### src/rtl/msg_egress_pkg.sv
// Shared types and constants for the message egress serializer.
// Holds the buffered-message entry layout, the read FSM states and the byte-count helper.
package msg_egress_pkg;

  localparam int MSG_IN_BITS   = 256;
  localparam int MSG_IN_BYTES  = MSG_IN_BITS / 8;
  localparam int MSG_OUT_BITS  = 64;
  localparam int MSG_OUT_BYTES = MSG_OUT_BITS / 8;
  localparam int MSG_LEN_W     = $clog2(MSG_IN_BYTES) + 1;

  typedef struct packed {
    logic [MSG_IN_BITS-1:0] data;
    logic [MSG_LEN_W-1:0]   len;
  } msg_entry_t;

  typedef enum logic {
    IDLE = 1'b0,
    SEND = 1'b1
  } msg_state_t;

  function automatic logic [MSG_LEN_W-1:0] mask_to_len(input logic [MSG_IN_BYTES-1:0] mask);
    logic [MSG_LEN_W-1:0] n;
    n = '0;
    for (int i = 0; i < MSG_IN_BYTES; i++) begin
      n = n + MSG_LEN_W'(mask[i]);
    end
    return n;
  endfunction

endpackage

### src/rtl/msg_fifo.sv
// Generic synchronous FIFO of whole entries; head is visible the cycle after the write.
// Push while full is accepted only together with a pop; pop on empty is ignored.
module msg_fifo #(
  parameter int WIDTH = 8,
  parameter int DEPTH = 4
) (
  input  logic                     clk,
  input  logic                     reset_n,
  input  logic                     push,
  input  logic [WIDTH-1:0]         wr_data,
  input  logic                     pop,
  output logic                     full,
  output logic                     empty,
  output logic [$clog2(DEPTH):0]   count,
  output logic [WIDTH-1:0]         head
);

  localparam int AW = $clog2(DEPTH);

  logic [WIDTH-1:0] mem [DEPTH];
  logic [AW:0]      wr_ptr;
  logic [AW:0]      rd_ptr;
  logic             do_push;
  logic             do_pop;

  // Pointers carry one extra wrap bit so full and empty are distinguishable.
  assign empty   = (wr_ptr == rd_ptr);
  assign full    = (wr_ptr[AW] != rd_ptr[AW]) && (wr_ptr[AW-1:0] == rd_ptr[AW-1:0]);
  assign count   = wr_ptr - rd_ptr;
  assign do_pop  = pop && !empty;
  assign do_push = push && (!full || do_pop);
  assign head    = mem[rd_ptr[AW-1:0]];

  always_ff @(posedge clk or negedge reset_n) begin
    if (!reset_n) begin
      wr_ptr <= '0;
      rd_ptr <= '0;
    end else begin
      if (do_push) wr_ptr <= wr_ptr + 1'b1;
      if (do_pop)  rd_ptr <= rd_ptr + 1'b1;
    end
  end

  always_ff @(posedge clk) begin
    if (do_push) mem[wr_ptr[AW-1:0]] <= wr_data;
  end

endmodule

### src/rtl/msg_egress_serializer.sv
// Buffers parsed 256-bit messages and replays them as framed 64-bit beats; first beat one cycle after capture.
// Egress honours out_ready with stable outputs; ingress has no backpressure, so a full FIFO drops and counts.
module msg_egress_serializer
  import msg_egress_pkg::*;
#(
  parameter int IN_DATA_WIDTH  = MSG_IN_BITS,
  parameter int OUT_DATA_WIDTH = MSG_OUT_BITS,
  parameter int DEPTH          = 4,
  parameter int CNT_WIDTH      = 8
) (
  input  logic                                   clk,
  input  logic                                   reset_n,
  input  logic                                   in_valid,
  input  logic [IN_DATA_WIDTH-1:0]               in_data,
  input  logic [IN_DATA_WIDTH/8-1:0]             in_bytemask,
  input  logic                                   clr_stats,
  output logic                                   out_valid,
  input  logic                                   out_ready,
  output logic [OUT_DATA_WIDTH-1:0]              out_data,
  output logic                                   out_sop,
  output logic                                   out_eop,
  output logic [$clog2(OUT_DATA_WIDTH/8)-1:0]    out_empty,
  output logic [$clog2(DEPTH):0]                 fill_level,
  output logic                                   overflow,
  output logic [CNT_WIDTH-1:0]                   drop_count
);

  localparam int IN_BYTES  = IN_DATA_WIDTH / 8;
  localparam int OUT_BYTES = OUT_DATA_WIDTH / 8;
  localparam int OSEL_W    = $clog2(OUT_BYTES);
  localparam int LEN_W     = $clog2(IN_BYTES) + 1;
  localparam int BEATS     = IN_BYTES / OUT_BYTES;
  localparam int BEAT_W    = (BEATS > 1) ? $clog2(BEATS) : 1;
  localparam int FILL_W    = $clog2(DEPTH) + 1;
  localparam int BIT_W     = $clog2(IN_DATA_WIDTH);

  msg_state_t                  state;
  msg_state_t                  state_nxt;
  logic [BEAT_W-1:0]           beat_idx;
  msg_entry_t                  wr_entry;
  msg_entry_t                  head;
  logic [$bits(msg_entry_t)-1:0] head_bits;
  logic                        full;
  logic                        empty;
  logic [FILL_W-1:0]           count;
  logic [LEN_W-1:0]            in_len;
  logic [LEN_W-1:0]            len_m1;
  logic [LEN_W-1:0]            neg_len;
  logic [LEN_W-1:0]            byte_pos;
  logic [BIT_W-1:0]            bit_pos;
  logic                        msg_vld;
  logic                        push;
  logic                        pop;
  logic                        drop;
  logic                        xfer;
  logic                        last_beat;

  assign in_len   = mask_to_len(in_bytemask);
  assign msg_vld  = in_valid && (in_len != '0);
  assign wr_entry = '{data: in_data, len: in_len};
  assign head     = msg_entry_t'(head_bits);

  assign len_m1    = head.len - 1'b1;
  assign neg_len   = '0 - head.len;
  assign last_beat = (LEN_W'(beat_idx) == (len_m1 >> OSEL_W));

  assign xfer = out_valid && out_ready;
  assign pop  = xfer && last_beat;
  // A full FIFO still takes the write when the head leaves in the same cycle.
  assign push = msg_vld && (!full || pop);
  assign drop = msg_vld && full && !pop;

  assign fill_level = count;

  msg_fifo #(
    .WIDTH ($bits(msg_entry_t)),
    .DEPTH (DEPTH)
  ) u_fifo (
    .clk     (clk),
    .reset_n (reset_n),
    .push    (push),
    .wr_data (wr_entry),
    .pop     (pop),
    .full    (full),
    .empty   (empty),
    .count   (count),
    .head    (head_bits)
  );

  always_ff @(posedge clk or negedge reset_n) begin
    if (!reset_n) state <= IDLE;
    else          state <= state_nxt;
  end

  // Entering SEND on the push itself gives the one-cycle capture-to-sop latency.
  always_comb begin
    state_nxt = state;
    case (state)
      IDLE:    if (!empty || push) state_nxt = SEND;
      SEND:    if (pop && (count == FILL_W'(1)) && !push) state_nxt = IDLE;
      default: state_nxt = IDLE;
    endcase
  end

  always_ff @(posedge clk or negedge reset_n) begin
    if (!reset_n)  beat_idx <= '0;
    else if (xfer) beat_idx <= last_beat ? '0 : beat_idx + 1'b1;
  end

  always_comb begin
    out_valid = 1'b0;
    out_sop   = 1'b0;
    out_eop   = 1'b0;
    out_empty = '0;
    out_data  = '0;
    byte_pos  = '0;
    bit_pos   = '0;
    if (state == SEND) begin
      out_valid = 1'b1;
      out_sop   = (beat_idx == '0);
      out_eop   = last_beat;
      if (last_beat) out_empty = neg_len[OSEL_W-1:0];
      for (int k = 0; k < OUT_BYTES; k++) begin
        byte_pos = LEN_W'(beat_idx) * LEN_W'(OUT_BYTES) + LEN_W'(k);
        bit_pos  = {byte_pos[LEN_W-2:0], 3'b000};
        if (byte_pos < head.len) out_data[8*(OUT_BYTES-1-k) +: 8] = head.data[bit_pos +: 8];
      end
    end
  end

  // A drop in the same cycle as clr_stats restarts the count at one.
  always_ff @(posedge clk or negedge reset_n) begin
    if (!reset_n) begin
      overflow   <= 1'b0;
      drop_count <= '0;
    end else if (drop) begin
      overflow   <= 1'b1;
      if (clr_stats)        drop_count <= CNT_WIDTH'(1);
      else if (!(&drop_count)) drop_count <= drop_count + 1'b1;
    end else if (clr_stats) begin
      overflow   <= 1'b0;
      drop_count <= '0;
    end
  end

endmodule
### config.mk
export PLATFORM = sky130hd
export DESIGN_NAME = msg_egress_serializer
export DESIGN_NICKNAME = d
export VERILOG_FILES = /design/src/rtl/msg_egress_pkg.sv /design/src/rtl/msg_fifo.sv /design/src/rtl/msg_egress_serializer.sv
export SDC_FILE = /design/constraint.sdc
export NUM_CORES = 1
export LEC_CHECK = 0
export ABC_AREA = 1
export BUFFER_PORTS_ARGS = -buffer_cell sky130_fd_sc_hd__buf_2
export CELL_PAD_IN_SITES_DETAIL_PLACEMENT = 1
export CELL_PAD_IN_SITES_GLOBAL_PLACEMENT = 1
export CORE_UTILIZATION = 35
export DETAILED_ROUTE_END_ITERATION = 12
export PLACE_DENSITY = 0.59
export SYNTH_ARGS = -nofsm -noshare
export SYNTH_HDL_FRONTEND = slang
export SYNTH_HIERARCHICAL = 1
export SYNTH_SLANG_ARGS = --single-unit
### constraint.sdc
create_clock -name clk -period 13.5 [get_ports clk]
set_input_delay 1.35 -clock clk [delete_from_list [all_inputs] [get_ports clk]]
set_output_delay 1.35 -clock clk [all_outputs]
set_load 0.02 [all_outputs]
Yosys cells after proc, flatten, opt, wreduce, memory -nomap -nowiden

Memory sizes are Yosys's and may differ from the RTL's.
Cells that the tools add are included.

Register bits after elaboration: 18
Bits in writable memories: 1048
Input bits: 293
Output and inout bits: 82
Memories kept: 1

Add/subtract/negate cells: 45
Magnitude comparators: 8
Equal/unequal tests: 6
Shifts and indexed selects: 8
Muxes and demuxes: 26
Bitwise operators: 1
Reduce and logical (&&, ||, !) cells: 23

Memory list:

| memory     | depth | bits a word | read ports | clocked after Yosys merged registers in | write ports | line           | RTL |
|---|---|---|---|---|---|---|---|
| u_fifo.mem | 4     | 262         | 1          | 0                                       | 1           | msg_fifo.sv:20 | `logic [WIDTH-1:0] mem [DEPTH];` |

Operator list:

| operator                                            | count |
|---|---|
| variable part select 256 x 9 -> 8 bit               | 8 |
| adder 6 x 1 -> 6 bit                                | 26 |
| 2-to-1 mux 8 bit                                    | 12 |
| 2-to-1 mux 64 bit                                   | 1 |
| less-than comparator 6 bit                          | 7 |
| adder 5 x 3 -> 6 bit, second input constant         | 4 |
| adder 5 x 2 -> 6 bit, second input constant         | 2 |
| logical AND 1 bit                                   | 11 |
| 2-to-1 mux 1 bit                                    | 9 |
| adder 8 x 1 -> 8 bit, second input constant         | 1 |
| AND reduction 8 bit                                 | 1 |
| adder 3 x 1 -> 3 bit, second input constant         | 2 |
| adder 5 x 1 -> 6 bit                                | 1 |
| adder 5 x 1 -> 6 bit, second input constant         | 1 |
| less-than comparator 5 x 6 -> 1 bit                 | 1 |
| 2-to-1 mux 3 bit                                    | 2 |
| nonzero test 6 bit                                  | 1 |
| subtractor 6 x 1 -> 6 bit, second input constant    | 1 |
| adder 4 x 1 -> 5 bit                                | 1 |
| adder 3 x 1 -> 4 bit                                | 1 |
| zero test 1 bit                                     | 4 |
| adder 2 x 1 -> 3 bit                                | 1 |
| equality test 2 x 3 -> 1 bit                        | 1 |
| equality test 3 x 1 -> 1 bit, second input constant | 1 |
| other kinds (15)                                    | 17 |

Depth between registers and ports, before layout

Gate-level depths: netlist (run 1).

Depth after elaboration: 38
Mapped depth: 24
Mapped depth without buffers: 24

Hierarchy

The synthesis (run 1) kept the hierarchy.

Modules (own cells, without submodules):

| module                | instances | cells each | area each (µm²) |
|---|---|---|---|
| msg_fifo              | 1         | 2596       | 38907.3 |
| msg_egress_serializer | 1         | 753        | 4107.7 |

Worst setup path after synthesis (run 1)

No wires, ideal clock.

Path kind: input -> register
Start: input in_bytemask[0]
End: memory u_fifo/mem[0][0] (netlist bit) (enable)
Setup time: 891 ps
Data arrival time: 16598 ps
Setup slack: -3989 ps
Stages on the path: 21
Buffers on the path: 0
Cell sequence: inv_1 fa_1 fa_1 fa_1 fa_1 fa_1 fa_1 inv_1 ha_1 fa_1 nand3_1 nand2_1 nand2_1 nand2_1 nand2_2 nor2_4 nor2_8 nand2_1 inv_1 nand2_1 nor2_1

Cells in the longest elaborated chain, start to end: 37

Ends and longest elaborated chain:

| what                                   | line                        | RTL |
|---|---|---|
| start, declared                        | msg_egress_serializer.sv:15 | `input logic [IN_DATA_WIDTH/8-1:0] in_bytemask,` |
| adder 1 x 1 -> 2 bit                   | msg_egress_pkg.sv:25        | `n = n + MSG_LEN_W'(mask[i]);` |
| adder 2 x 1 -> 3 bit                   | msg_egress_pkg.sv:25        |  |
| adder 3 x 1 -> 4 bit                   | msg_egress_pkg.sv:25        |  |
| adder 4 x 1 -> 5 bit                   | msg_egress_pkg.sv:25        |  |
| adder 5 x 1 -> 6 bit                   | msg_egress_pkg.sv:25        |  |
| adder 6 x 1 -> 6 bit (26 in a row)     | msg_egress_pkg.sv:25        |  |
| nonzero test 6 bit                     | msg_egress_serializer.sv:59 | `assign msg_vld = in_valid && (in_len != '0);` |
| logical AND 1 bit                      | msg_egress_serializer.sv:59 |  |
| logical AND 1 bit                      | msg_egress_serializer.sv:70 | `assign push = msg_vld && (!full \|\| pop);` |
| named net push                         | msg_egress_serializer.sv:52 | `logic push;` |
| logical AND 1 bit                      | msg_fifo.sv:31              | `assign do_push = push && (!full \|\| do_pop);` |
| 2-to-1 mux 1 bit                       | msg_fifo.sv:45              | `if (do_push) mem[wr_ptr[AW-1:0]] <= wr_data;` |
| 2-to-1 mux 1 bit (not written as such) | msg_fifo.sv:45              |  |
| end, declared                          | msg_fifo.sv:20              |  |

The timed path passes the listed nets, and every way through them passes these cells.

Final worst setup path (run 1)

Start: input in_bytemask[5]
End: memory u_fifo/mem[2][90] (netlist bit) (enable)

Cells in the longest elaborated chain, start to end: 33

Ends and longest elaborated chain:

| what                                   | line |
|---|---|
| adder 5 x 1 -> 6 bit                   | msg_egress_pkg.sv:25 |
| adder 6 x 1 -> 6 bit (26 in a row)     | msg_egress_pkg.sv:25 |
| nonzero test 6 bit                     | msg_egress_serializer.sv:59 |
| logical AND 1 bit                      | msg_egress_serializer.sv:59 |
| logical AND 1 bit                      | msg_egress_serializer.sv:70 |
| named net push                         | msg_egress_serializer.sv:52 |
| logical AND 1 bit                      | msg_fifo.sv:31 |
| 2-to-1 mux 1 bit                       | msg_fifo.sv:45 |
| 2-to-1 mux 1 bit (not written as such) | msg_fifo.sv:45 |

The timed path passes the listed nets, and every way through them passes these cells.

==> reports/qor_table.md, run 1 <==
| Parameter | Reported | Unit |
|---|---|---|
| Status | finished, final reports clean | - |
| Count of flip-flops with a built-in enable after synthesis | 1048 | - |
| Ranking of synthesized cells by instance count | sky130_fd_sc_hd__edfxtp_1 (1048), sky130_fd_sc_hd__nor2_1 (797), sky130_fd_sc_hd__o21ai_0 (659) | - |
| Post-layout minimum cycle time | 8.09 | ns |
| Via density | 5.20 | - |
| Maximum root-to-sink buffer count | 3 | - |
| Core area | 122000 | um^2 |
| Slew Viols, Final | 0 | - |
| Most frequent cell after synthesis | sky130_fd_sc_hd__edfxtp_1 | - |
| HPWL reported at the end of detailed placement | 73.9 | mm |
| Final weighted congestion in routability-driven placement | 0.770 | - |
| DRC violations left | 0 | - |
| Pre-antenna DRT Iters | 5 | - |
| Number of DRC markers after the initial detailed-route iteration | 1941 | - |
| Buffers on Ports | 374 | - |
| Total global-route track usage | 20.2 | % |
| Synthesized instance count | 3349 | - |
| Clock tree from TritonCTS | built | - |
| Setup crit end kind | flip-flop | - |
| Area share of the leading cell type in the synthesized netlist | 73.2 | % |
| Antenna-violating nets left | 0 | - |
| Effective utilization at floorplan | 35.3 | % |
| Share of the yosys chip area belonging to registers | 74.2 | % |
| Distinct cell type count after synthesis | 37 | - |
| Synth Warn # | 6 | - |
| Final worst-path setup slack | 5.41 | ns |
| Smallest hold slack | 0.529 | ns |
| Min-delay worst type | reg2reg | - |
| Post-synthesis instance area | 43000 | um^2 |
| Post-synthesis to final-layout area growth | 16.5 | % |
| Final period utilization | 59.9 | % |
| Clk sinks | 1066 | - |
| Share of cells above drive strength 1 | 15.9 | % |
| Die W | 353 | um |
| CP startpoint kind | input port | - |
| Count of vias placed by the detailed router | 28062 | - |
| Residual overflow from global routing | 0 | - |
| CTS H-tree lvls | 3 | - |
| Share of flip-flops with an asynchronous set or reset | 1.69 | % |
| First-pass GRT wire length | 188 | mm |
| Top_reg_cell synth | sky130_fd_sc_hd__edfxtp_1 | - |
| Crit path required time | 13.80 | ns |
| Actual transition at the worst max-transition pin | 1.27 | ns |
| Cts-stage hold buffer count | 0 | - |
| Post-CTS clock slew at the launch and capture registers of the worst setup and hold paths | 0.06 | ns |
| Worst-skew pair later-pin latency | 0.71 | ns |
| Arrival time of data at the critical path endpoint | 8.40 | ns |
| Buffer cell driving the clock tree root | sky130_fd_sc_hd__clkbuf_16 | - |
| Worst R2R Path Depth | 18 | - |
| Power density cells | 269 | nW/um^2 |
| Placed cell area | 46400 | um^2 |
| Static Leakage | 17.2 | nW |
| Number of hold violations in the final report | 0 | - |
| Vertical die dimension | 353 | um |
| Net count of the mapped netlist | 3688 | - |
| Cell taking the most area after synthesis | sky130_fd_sc_hd__edfxtp_1 | - |
| Worst slack, placed | 4.62 | ns |
| Cell area after layout | 50100 | um^2 |
| Flop2flop setup slack | 6.67 | ns |
| Final setup violation count | 0 | - |
| Antenna violations before repair | 69 | - |
| Avg Synthesized Cell Area | 12.8 | um^2 |
| Relative max-transition margin | 15.4 | % |
| Per-cell routed wire length | 23.7 | um |
| Number of buffers inserted to repair setup after CTS | 0 | - |
| Top fanout value on the critical path | 56 | - |
| Pin count of the biggest net entering global routing | 194 | - |
| Die footprint | 124000 | um^2 |
| Unrepaired setup endpoints after global routing | false | - |
| Row cnt | 128 | - |
| Post-detailed-routing wire length | 128 | mm |
| Flops & latches, synth | 1066 | - |
| Startpoint-to-endpoint class of the critical path | in2reg | - |
| Final #Nets | 3992 | - |
| Max cap viols | 0 | - |
| Post-cts gate resize count | 0 | - |
| Depth of the worst hold-timing path | 2 | - |
| Number of fill cells in the layout | 12748 | - |
| Largest clock skew in the final design | 0.0398 | ns |
| Total negative slack | 0 | ns |
| Max Fclk | 124 | MHz |
| Ports placed on the boundary | 375 | - |
| Number of buffers created by CTS | 117 | - |
| Via count of the first global-routing pass | 28612 | - |
| Top cells by area, synth | sky130_fd_sc_hd__edfxtp_1 (73%), sky130_fd_sc_hd__o21ai_0 (7.7%), sky130_fd_sc_hd__nor2_1 (7.0%) | - |
| Max rail drop VDD | 0.206 | mV |
==> layout make-up <==
cell class | count | area [um^2] | area share (%)
Multi-Input combinational cell | 1970 | 9850 | 19.7
Sequential cell | 1066 | 31900 | 63.7
Tap cell | 1625 | 2030 | 4.06
Antenna cell | 21 | 52.6 | 0.105
Clock buffer | 143 | 3040 | 6.06
Timing Repair Buffer | 402 | 2210 | 4.41
Clock inverter | 76 | 608 | 1.21
Inverter | 96 | 383 | 0.764
==> final timing paths <==
| check | from | endpoint |
|---|---|---|
| hold reg to reg | overflow | overflow |
| min in group asynchronous | reset_n | drop_count[5] |
| setup / recovery | in_bytemask[5] | u_fifo/mem[2][90] |
| hold / removal | overflow | overflow |
| max in group asynchronous | reset_n | beat_idx[0] |
| setup reg to reg | u_fifo/rd_ptr[0] | u_fifo/mem[2][90] |
==> layout by cell type (no fill, tap or decap), types with 2 or more instances in the layout <==
cell type                    Yosys  routed
sky130_fd_sc_hd__o31ai_2         2       2
sky130_fd_sc_hd__nand2_2         4       4
sky130_fd_sc_hd__clkinv_2        0      18
sky130_fd_sc_hd__dfrtp_1        18      14
sky130_fd_sc_hd__a21oi_2         3       3
sky130_fd_sc_hd__nand3_1        32      32
sky130_fd_sc_hd__nor2_4          2       6
sky130_fd_sc_hd__o21ai_1         6       5
sky130_fd_sc_hd__clkbuf_1      136      25
sky130_fd_sc_hd__buf_2          62     374
sky130_fd_sc_hd__clkinv_16       0       3
sky130_fd_sc_hd__nand2_1        67      67
sky130_fd_sc_hd__o22ai_1       262     262
sky130_fd_sc_hd__xor2_1          5       5
sky130_fd_sc_hd__dfrtp_4         0       4
sky130_fd_sc_hd__nor2_1        797     793
sky130_fd_sc_hd__nor2_2          3       3
sky130_fd_sc_hd__inv_8           0       2
sky130_fd_sc_hd__nand3b_1        4       4
sky130_fd_sc_hd__xnor2_1         2       2
sky130_fd_sc_hd__buf_4           6      18
sky130_fd_sc_hd__buf_12          0      10
sky130_fd_sc_hd__ha_1           21      21
sky130_fd_sc_hd__clkinv_1        0      39
sky130_fd_sc_hd__diode_2         0      21
sky130_fd_sc_hd__inv_6           0       4
sky130_fd_sc_hd__bufinv_16       0       6
sky130_fd_sc_hd__clkinvlp_4      0       4
sky130_fd_sc_hd__nand4_1         2       2
sky130_fd_sc_hd__inv_2           6       4
sky130_fd_sc_hd__nor2_8          2       2
sky130_fd_sc_hd__fa_1           25      25
sky130_fd_sc_hd__nor3_1          2       2
sky130_fd_sc_hd__a21oi_1        62      62
sky130_fd_sc_hd__inv_1          90      88
sky130_fd_sc_hd__clkbuf_16       0     117
sky130_fd_sc_hd__o21ai_0       659     659
sky130_fd_sc_hd__edfxtp_1     1048    1048
==> registers in the layout, indices dropped and copies added (netlist names) <==
name / count
drop_count: 8
u_fifo/mem: 1048
u_fifo/rd_ptr: 3
overflow: 1
beat_idx: 2
u_fifo/wr_ptr: 3
state: 1
==> worst max-delay path, cell delays in order <==
cell and delay [ns]:
sky130_fd_sc_hd__buf_2 0.08, sky130_fd_sc_hd__inv_1 0.05, sky130_fd_sc_hd__fa_1 0.56, sky130_fd_sc_hd__fa_1 0.43, sky130_fd_sc_hd__fa_1 0.50, sky130_fd_sc_hd__fa_1 0.54, sky130_fd_sc_hd__fa_1 0.44, sky130_fd_sc_hd__fa_1 0.50
sky130_fd_sc_hd__inv_1 0.04, sky130_fd_sc_hd__ha_1 0.21, sky130_fd_sc_hd__fa_1 0.42, sky130_fd_sc_hd__nand3_1 0.11, sky130_fd_sc_hd__nand2_1 0.06, sky130_fd_sc_hd__nand2_1 0.06, sky130_fd_sc_hd__nand2_1 0.07, sky130_fd_sc_hd__nand2_2 0.08
sky130_fd_sc_hd__nor2_4 0.06, sky130_fd_sc_hd__nor2_8 0.10, sky130_fd_sc_hd__nand2_1 0.08, sky130_fd_sc_hd__inv_1 0.11, sky130_fd_sc_hd__nand2_1 0.28, sky130_fd_sc_hd__nor2_4 0.52, sky130_fd_sc_hd__buf_4 0.75, sky130_fd_sc_hd__buf_4 0.82
==> where the power goes <==
group	leakage, nW	switching (W)	internal [W]	total (W)
Clock	1.76	0.00132	0.00171	0.00303
Sequential	9.81	0.000277	0.00491	0.00518
Combinational	5.63	0.00394	0.00132	0.00526
Total	17.2	0.00553	0.00793	0.0135
==> cell families after synthesis <==
group | synth area share [%]
buf+inv | 2.98
fa+ha+maj | 1.77
simple gates | 8.46
compound gates | 12.4
flops | 74.2
xor+xnor | 0.143
==> routing by layer <==
layer	vias up	GRT usage [%]	wire length (um)
met2	568	33.2	61700
li1	12910	-	-
met1	14269	26.1	54900
met4	64	6.10	3160
met3	251	5.27	7750
met5	-	0	408
==> through the flow <==
step                      util, %  total power [W]  cells
after floorplan                 -          0.00891   3349
after global placement       38.1           0.0105   5159
after detailed placement     38.1           0.0106   5159
after CTS                    41.1           0.0137   5378
after global routing         41.1           0.0143   5390
final                        41.1           0.0135   5399
No activity file was read; power rests on OpenSTA's default activity.
==> run 2: changes to the inputs <==
--- a/config.mk
+++ b/config.mk
@@ -11,7 +11,7 @@
 export CELL_PAD_IN_SITES_GLOBAL_PLACEMENT = 1
 export CORE_UTILIZATION = 35
 export DETAILED_ROUTE_END_ITERATION = 12
-export PLACE_DENSITY = 0.59
+export PLACE_DENSITY = 0.56
 export SYNTH_ARGS = -nofsm -noshare
 export SYNTH_HDL_FRONTEND = slang
 export SYNTH_HIERARCHICAL = 1
==> constraint.sdc (replaced) <==
create_clock -name clk -period 8.31 [get_ports clk]
set_input_delay 0.831 -clock clk [delete_from_list [all_inputs] [get_ports clk]]
set_output_delay 0.831 -clock clk [all_outputs]
set_load 0.02 [all_outputs]
==> reports/qor_table.md, run 2 (synthesized netlist as in run 1, its figures left out) <==
| Parameter | Reported | Unit | vs previous |
|---|---|---|---|
| Status | finished, final reports clean | - |  |
| Total area of multi-input combinational cells | 9870 | um^2 | +0.20% |
| Flip-flop and latch area | 31900 | um^2 | unchanged |
| Total global-route track usage | 20.3 | % | +0.16 points |
| Cts-stage hold buffer count | 0 | - | unchanged |
| Per-cell routed wire length | 23.6 | um | -0.48% |
| Setup crit end kind | flip-flop | - |  |
| Critical-path top delay cell | sky130_fd_sc_hd__fa_1 | - |  |
| Number of fill cells in the layout | 12721 | - | -0.21% |
| Finished Layout Cells | 5420 | - | +0.39% |
| Max cap viols | 0 | - | unchanged |
| Final setup violation count | 0 | - | unchanged |
| Vertical die dimension | 353 | um | unchanged |
| Top fanout value on the critical path | 67 | - | +20% |
| Antenna-violating nets left | 0 | - | unchanged |
| Die footprint | 124000 | um^2 | unchanged |
| Effective utilization at floorplan | 35.3 | % | unchanged |
| Min-delay worst type | in2async | - |  |
| Pre-antenna DRT Iters | 5 | - | unchanged |
| Clock tree from TritonCTS | built | - |  |
| First-pass GRT wire length | 191 | mm | +1.6% |
| Total negative slack | 0 | ns | unchanged |
| Largest clock skew in the final design | 0.0315 | ns | -0.00826 ns |
| HPWL reported at the end of detailed placement | 77.0 | mm | +4.2% |
| Final period utilization | 74.5 | % |  |
| CTS H-tree lvls | 3 | - | unchanged |
| Worst R2R Path Depth | 17 | - | -1 |
| Placed Cells | 5193 | - | +0.66% |
| Start of the worst register-to-register path | u_fifo/rd_ptr[0] | - |  |
| Max rail drop VDD | 0.325 | mV | +58% |
| Startpoint-to-endpoint class of the critical path | in2reg | - |  |
| Antenna violations before repair | 53 | - | -23% |
| Final #Nets | 4025 | - | +0.83% |
| Number of hold violations in the final report | 0 | - | unchanged |
| Unrepaired setup endpoints after global routing | false | - |  |
| Number of buffers created by CTS | 116 | - | -0.85% |
| Crit path required time | 8.64 | ns | -5.16 ns |
| Post-detailed-routing wire length | 128 | mm | about the same |
| Post-layout minimum cycle time | 6.19 | ns |  |
| Share of cells above drive strength 1 | 16.7 | % | +0.89 points |
| Static Leakage | 17.4 | nW | +1.2% |
| Most frequent standard cell in the layout excluding fill and tap cells | sky130_fd_sc_hd__edfxtp_1 | - |  |
| Smallest hold slack | 0.0917 | ns | -0.437 ns |
| Final weighted congestion in routability-driven placement | 0.755 | - | -1.9% |
| Post-cts gate resize count | 0 | - | unchanged |
| CP startpoint kind | input port | - |  |
| Ports placed on the boundary | 375 | - | unchanged |
| Slew Viols, Final | 0 | - | unchanged |
| Via density | 5.19 | - | -0.19% |
| Cell Chain, Critical Path | buf_2 > fa_1 > inv_1 > fa_1 > fa_1 > fa_1 > fa_1 > fa_1 > inv_1 > ha_2 > fa_2 > nand3_1 > nand2_1 > nand2_1 > nand2_1 > nand2_2 > nor2_4 > nor2_8 > nand2_2 > inv_2 > nand2_4 > nor2_4 > buf_12 | - |  |
| Via count of the first global-routing pass | 29327 | - | +2.5% |
| Number of DRC markers after the initial detailed-route iteration | 1995 | - | +2.8% |
| Post-CTS clock slew at the launch and capture registers of the worst setup and hold paths | 0.06 | ns | about the same |
| Die W | 353 | um | unchanged |
| Power density cells | 437 | nW/um^2 | +63% |
| Flop2flop setup slack | 2.81 | ns | -3.86 ns |
| Count of vias placed by the detailed router | 28117 | - | +0.20% |
| Number of buffers inserted to repair setup after CTS | 0 | - | unchanged |
| Row cnt | 128 | - | unchanged |
| Core area | 122000 | um^2 | unchanged |
| DRC violations left | 0 | - | unchanged |
| Flip-flop count of the largest register after layout | 1048 | - | unchanged |
| Maximum root-to-sink buffer count | 3 | - | unchanged |
| Actual transition at the worst max-transition pin | 1.07 | ns | -0.203 ns |
| Maximum cell stage delay along the critical path | 0.54 | ns | -0.28 ns |
| Max Fclk | 162 | MHz |  |
| Residual overflow from global routing | 0 | - | unchanged |
| Pin count of the biggest net entering global routing | 195 | - | +0.52% |
| Worst-skew pair later-pin latency | 0.71 | ns | about the same |
| CP dominant cell by count | sky130_fd_sc_hd__fa_1 | - |  |
| RR Endpoint | u_fifo/mem[1][40] | - |  |
| Relative max-transition margin | 28.9 | % | +14 points |
| Clk sinks | 1066 | - | unchanged |
| Arrival time of data at the critical path endpoint | 6.52 | ns | -1.88 ns |
| Buffers on Ports | 374 | - | unchanged |
| Top library cells by usage in the layout, fill and taps aside | sky130_fd_sc_hd__edfxtp_1 (1048), sky130_fd_sc_hd__nor2_1 (793), sky130_fd_sc_hd__o21ai_0 (659), sky130_fd_sc_hd__buf_2 (374), sky130_fd_sc_hd__o22ai_1 (262) | - |  |
| Buffer cell driving the clock tree root | sky130_fd_sc_hd__clkbuf_16 | - |  |
| Post-synthesis to final-layout area growth | 17.3 | % |  |
==> run 2: cell count changes in the layout (fill, tap and decap cells not counted), moves of 2 or more <==
cell	change
sky130_fd_sc_hd__diode_2	-6
sky130_fd_sc_hd__clkinv_2	+5
sky130_fd_sc_hd__inv_2	+2
sky130_fd_sc_hd__clkinvlp_4	-3
sky130_fd_sc_hd__inv_1	-2
sky130_fd_sc_hd__buf_12	+13
sky130_fd_sc_hd__clkinv_1	-16
sky130_fd_sc_hd__clkbuf_1	+10
sky130_fd_sc_hd__buf_4	+21
sky130_fd_sc_hd__nand2_1	-2
==> run 2: where the power goes <==
part / total [W] / internal, W / switching, W / leakage (nW)
combinational: 0.00873 / 0.00233 / 0.00641 / 5.84
clock: 0.00490 / 0.00279 / 0.00211 / 1.75
sequential: 0.00843 / 0.00793 / 0.000500 / 9.81
total: 0.0221 / 0.0130 / 0.00902 / 17.4
==> run 2: through the flow <==
stage               power, W  area (um^2)  utilization, %  setup slack (ns)
global placement      0.0174        46800            38.4              1.39
detailed placement    0.0175        46800            38.4              1.33
CTS                   0.0224        50400            41.4              2.09
floorplan             0.0139        43100               -             -1.14
finish                0.0221        50500            41.4              2.12
global route          0.0234        50400            41.4              1.84
==> run 2: layout make-up <==
cell class / count / share of cell area [%]
multi-input combinational: 1970 / 19.6
clock buffer: 153 / 6.11
timing repair buffer: 436 / 5.20
antenna: 15 / 0.0744
clock inverter: 59 / 0.989
tap: 1625 / 4.03
sequential: 1066 / 63.3
inverter: 96 / 0.751
==> run 2: how the worst max path moves through the flow <==
stage | start | end | slack, ns | depth (start not counted)
floorplan | in_bytemask[17] | u_fifo/mem[0][0] | -1.14 | 18
global placement | in_bytemask[0] | u_fifo/mem[1][15] | 1.39 | 22
detailed placement | in_bytemask[0] | u_fifo/mem[1][146] | 1.33 | 25
CTS | in_bytemask[0] | u_fifo/mem[1][152] | 2.09 | 25
global route | in_bytemask[0] | u_fifo/mem[1][136] | 1.84 | 25
finish | in_bytemask[17] | u_fifo/mem[1][40] | 2.12 | 23
==> run 2: worst max-delay path: cells and delay by family <==
family	cells	cell delay, ns
adder cells (fa/ha/maj)	8	3.51
AND/OR/NAND/NOR	10	1.30
buffers and inverters	5	0.68
==> run 2: layer usage <==
layer	GRT usage (%)	vias up	part of all wire, %
met3	3.97	235	4.8
met1	27.2	14301	44
met5	0	-	0.25
met2	33.3	561	48
met4	6.19	50	2.5
li1	-	12970	-
==> run 3: changes to the inputs <==
==> constraint.sdc (replaced) <==
create_clock -name clk -period 6.1 [get_ports clk]
set_input_delay 0.61 -clock clk [delete_from_list [all_inputs] [get_ports clk]]
set_output_delay 0.61 -clock clk [all_outputs]
set_load 0.02 [all_outputs]
==> reports/qor_table.md, run 3 (synthesized netlist as in run 1, its figures left out) <==
| Parameter | Reported | Unit | vs previous |
|---|---|---|---|
| Worst-skew pair later-pin latency | 0.73 | ns | +0.02 ns |
| Met1 capacity usage during global routing | 29.0 | % | +1.8 points |
| Total area of multi-input combinational cells | 9870 | um^2 | unchanged |
| Critical-path top delay cell | sky130_fd_sc_hd__fa_1 | - |  |
| Core area | 122000 | um^2 | unchanged |
| Clock tree from TritonCTS | built | - |  |
| Unrepaired setup endpoints after global routing | false | - |  |
| Number of buffers created by CTS | 117 | - | +0.86% |
| Via density | 5.15 | - | -0.76% |
| Die W | 353 | um | unchanged |
| Buffer cell driving the clock tree root | sky130_fd_sc_hd__clkbuf_16 | - |  |
| Max rail drop VDD | 0.341 | mV | +5.0% |
| Final weighted congestion in routability-driven placement | 0.787 | - | +4.1% |
| Pre-antenna DRT Iters | 5 | - | unchanged |
| Flip-flop and latch area | 31900 | um^2 | unchanged |
| Final setup violation count | 0 | - | unchanged |
| CP dominant cell by count | sky130_fd_sc_hd__fa_1 | - |  |
| Antenna-violating nets left | 0 | - | unchanged |
| Total negative slack | 0 | ns | unchanged |
| Post-synthesis to final-layout area growth | 19.4 | % |  |
| Flop2flop setup slack | 1.33 | ns | -1.48 ns |
| Most frequent standard cell in the layout excluding fill and tap cells | sky130_fd_sc_hd__edfxtp_1 | - |  |
| Pin count of the biggest net entering global routing | 188 | - | -3.6% |
| Smallest hold slack | 0.101 | ns | +0.00955 ns |
| Number of buffers inserted to repair setup after CTS | 0 | - | unchanged |
| Min-delay worst type | in2reg | - |  |
| Start of the worst register-to-register path | u_fifo/rd_ptr[0] | - |  |
| Depth of the worst hold-timing path | 1 | - |  |
| Setup crit end kind | flip-flop | - |  |
| CTS H-tree lvls | 3 | - | unchanged |
| Maximum cell stage delay along the critical path | 0.59 | ns | +0.05 ns |
| DRC violations left | 0 | - | unchanged |
| Number of fill cells in the layout | 12714 | - | -0.055% |
| Utilization after layout | 42.2 | % | +0.75 points |
| Top library cells by usage in the layout, fill and taps aside | sky130_fd_sc_hd__edfxtp_1 (1048), sky130_fd_sc_hd__nor2_1 (793), sky130_fd_sc_hd__o21ai_0 (659), sky130_fd_sc_hd__buf_2 (374), sky130_fd_sc_hd__o22ai_1 (262) | - |  |
| Cell Chain, Critical Path | buf_2 > inv_1 > fa_1 > fa_1 > fa_1 > fa_1 > fa_1 > fa_1 > inv_1 > ha_2 > fa_2 > nand3_1 > nand2_1 > nand2_1 > nand2_1 > nand2_2 > nor2_4 > nor2_8 > nand2_2 > inv_2 > nand2_4 > nor2_4 > buf_12 > buf_12 | - |  |
| Startpoint of the tightest hold check path | in_data[150] | - |  |
| Top fanout value on the critical path | 19 | - | -72% |
| Cts-stage hold buffer count | 1 | - | +1 |
| GR Layer Usage met2 | 34.4 | % | +1.0 points |
| Power density cells | 604 | nW/um^2 | +38% |
| Post-cts gate resize count | 0 | - | unchanged |
| RR Endpoint | u_fifo/mem[0][119] | - |  |
| Relative max-transition margin | 33.1 | % | +4.2 points |
| Met3 GRT Util | 4.02 | % | +0.041 points |
| Post-CTS clock slew at the launch and capture registers of the worst setup and hold paths | 0.06 | ns | about the same |
| Ports placed on the boundary | 375 | - | unchanged |
| Startpoint-to-endpoint class of the critical path | in2reg | - |  |
| Max Fclk | 184 | MHz |  |
| Static Leakage | 17.9 | nW | +2.6% |
| Maximum root-to-sink buffer count | 3 | - | unchanged |
| Number of hold violations in the final report | 0 | - | unchanged |
| Largest clock skew in the final design | 0.0217 | ns | -0.00982 ns |
| Number of DRC markers after the initial detailed-route iteration | 1996 | - | +0.050% |
| Slew Viols, Final | 0 | - | unchanged |
| Final #Nets | 4083 | - | +1.4% |
| Row cnt | 128 | - | unchanged |
| Worst R2R Path Depth | 18 | - | +1 |
| Crit path required time | 6.52 | ns | -2.12 ns |
| Antenna violations before repair | 24 | - | -55% |
| Actual transition at the worst max-transition pin | 1.00 | ns | -0.0634 ns |
| Vertical die dimension | 353 | um | unchanged |
| Clk sinks | 1066 | - | unchanged |
| Die footprint | 124000 | um^2 | unchanged |
| Layer carrying the most global-route usage | met2 | - |  |
| Post-detailed-routing wire length | 132 | mm | +3.7% |
| Count of vias placed by the detailed router | 28161 | - | +0.16% |
| Buffers and inverters on the worst path | 6 | - | +1 |
| Final period utilization | 89.2 | % |  |
| End of the worst hold path | u_fifo/mem[0][156] | - |  |
| Status | finished, final reports clean | - |  |
| Per-cell routed wire length | 24.2 | um | +2.7% |
| Overall power after layout | 0.0310 | W | +41% |
| Top Family by Delay on Critical Path | adder cells | - |  |
| First-pass GRT wire length | 197 | mm | +3.4% |
| Effective utilization at floorplan | 35.3 | % | unchanged |
| Share of cells above drive strength 1 | 18.0 | % | +1.2 points |
| Post-layout minimum cycle time | 5.44 | ns |  |
| CP startpoint kind | input port | - |  |
| HPWL reported at the end of detailed placement | 85.7 | mm | +11% |
| Total global-route track usage | 21.1 | % | +0.80 points |
| Arrival time of data at the critical path endpoint | 5.86 | ns | -0.66 ns |
| Residual overflow from global routing | 0 | - | unchanged |
| Buffers on Ports | 374 | - | unchanged |
| Placed Cells | 5249 | - | +1.1% |
| Via count of the first global-routing pass | 29506 | - | +0.61% |
| Max cap viols | 0 | - | unchanged |
| Finished Layout Cells | 5470 | - | +0.92% |
| Flip-flop count of the largest register after layout | 1048 | - | unchanged |
## run 3: cell types whose count changed in the layout (fill, tap and decap cells not counted), moves of 2 or more
cell | before | now
sky130_fd_sc_hd__buf_12 | 23 | 52
sky130_fd_sc_hd__buf_4 | 39 | 66
sky130_fd_sc_hd__diode_2 | 15 | 6
sky130_fd_sc_hd__clkinv_2 | 23 | 15
sky130_fd_sc_hd__clkinv_1 | 23 | 29
sky130_fd_sc_hd__bufinv_16 | 6 | 11
sky130_fd_sc_hd__clkbuf_1 | 35 | 30
sky130_fd_sc_hd__clkbuf_16 | 118 | 120
sky130_fd_sc_hd__clkbuf_8 | 0 | 2
sky130_fd_sc_hd__clkinv_16 | 2 | 0
## run 3: power breakdown
group          total (W)  internal [W]  switching (W)
logic             0.0126       0.00373        0.00892
clock network    0.00695       0.00406        0.00289
registers         0.0114        0.0108       0.000662
total             0.0310        0.0186         0.0125
## run 3: final cells by class
| type | count | share of cell area [%] |
|---|---|---|
| clock inverter | 62 | 1.14 |
| timing repair buffer | 493 | 6.65 |
| clock buffer | 152 | 6.12 |
| inverter | 96 | 0.738 |
| tap | 1625 | 3.96 |
| sequential | 1066 | 62.2 |
| antenna | 6 | 0.0292 |
| multi-input combinational | 1970 | 19.2 |
## run 3: worst max-delay path by stage
stage	startpoint	to	slack, ns	cells after the start
after global placement	in_bytemask[0]	u_fifo/mem[0][121]	-0.12	25
after floorplan	in_bytemask[17]	u_fifo/mem[0][0]	-3.13	18
final	in_bytemask[0]	u_fifo/mem[0][119]	0.66	24
after global routing	u_fifo/rd_ptr[0]	out_data[18]	0.33	12
after detailed placement	in_bytemask[0]	u_fifo/mem[0][121]	-0.12	24
after CTS	u_fifo/rd_ptr[0]	out_data[18]	0.50	12
## run 3: routing by layer
metal | share of wire (%) | routed length, um
met3 | 4.3 | 5650
met4 | 2.2 | 2870
met2 | 48 | 63300
met1 | 46 | 60500
met5 | 0.13 | 178
## run 3: stage by stage
stage	setup slack [ns]	instance area (um^2)
2_1_floorplan	-3.13	43100
5_1_grt	0.334	51400
4_1_cts	0.501	51400
6_report	0.661	51400
3_5_place_dp	-0.123	47600
3_3_place_gp	-0.116	47600
## run 3: worst reg2reg max path, stage by stage, from the launching register on
cell and delay, ns:
sky130_fd_sc_hd__dfrtp_4 0.70, sky130_fd_sc_hd__inv_8 0.43, sky130_fd_sc_hd__buf_4 0.63, sky130_fd_sc_hd__o21ai_0 0.18, sky130_fd_sc_hd__o22ai_1 0.51, sky130_fd_sc_hd__nor2_2 0.10
sky130_fd_sc_hd__nand2_1 0.12, sky130_fd_sc_hd__nand2_1 0.06, sky130_fd_sc_hd__nand3_1 0.07, sky130_fd_sc_hd__nand2_1 0.11, sky130_fd_sc_hd__nor2_4 0.15, sky130_fd_sc_hd__nand3_4 0.13
sky130_fd_sc_hd__inv_1 0.19, sky130_fd_sc_hd__inv_1 0.06, sky130_fd_sc_hd__nand3_1 0.20, sky130_fd_sc_hd__nand2_4 0.15, sky130_fd_sc_hd__nor2_4 0.21, sky130_fd_sc_hd__buf_12 0.24
sky130_fd_sc_hd__buf_12 0.24
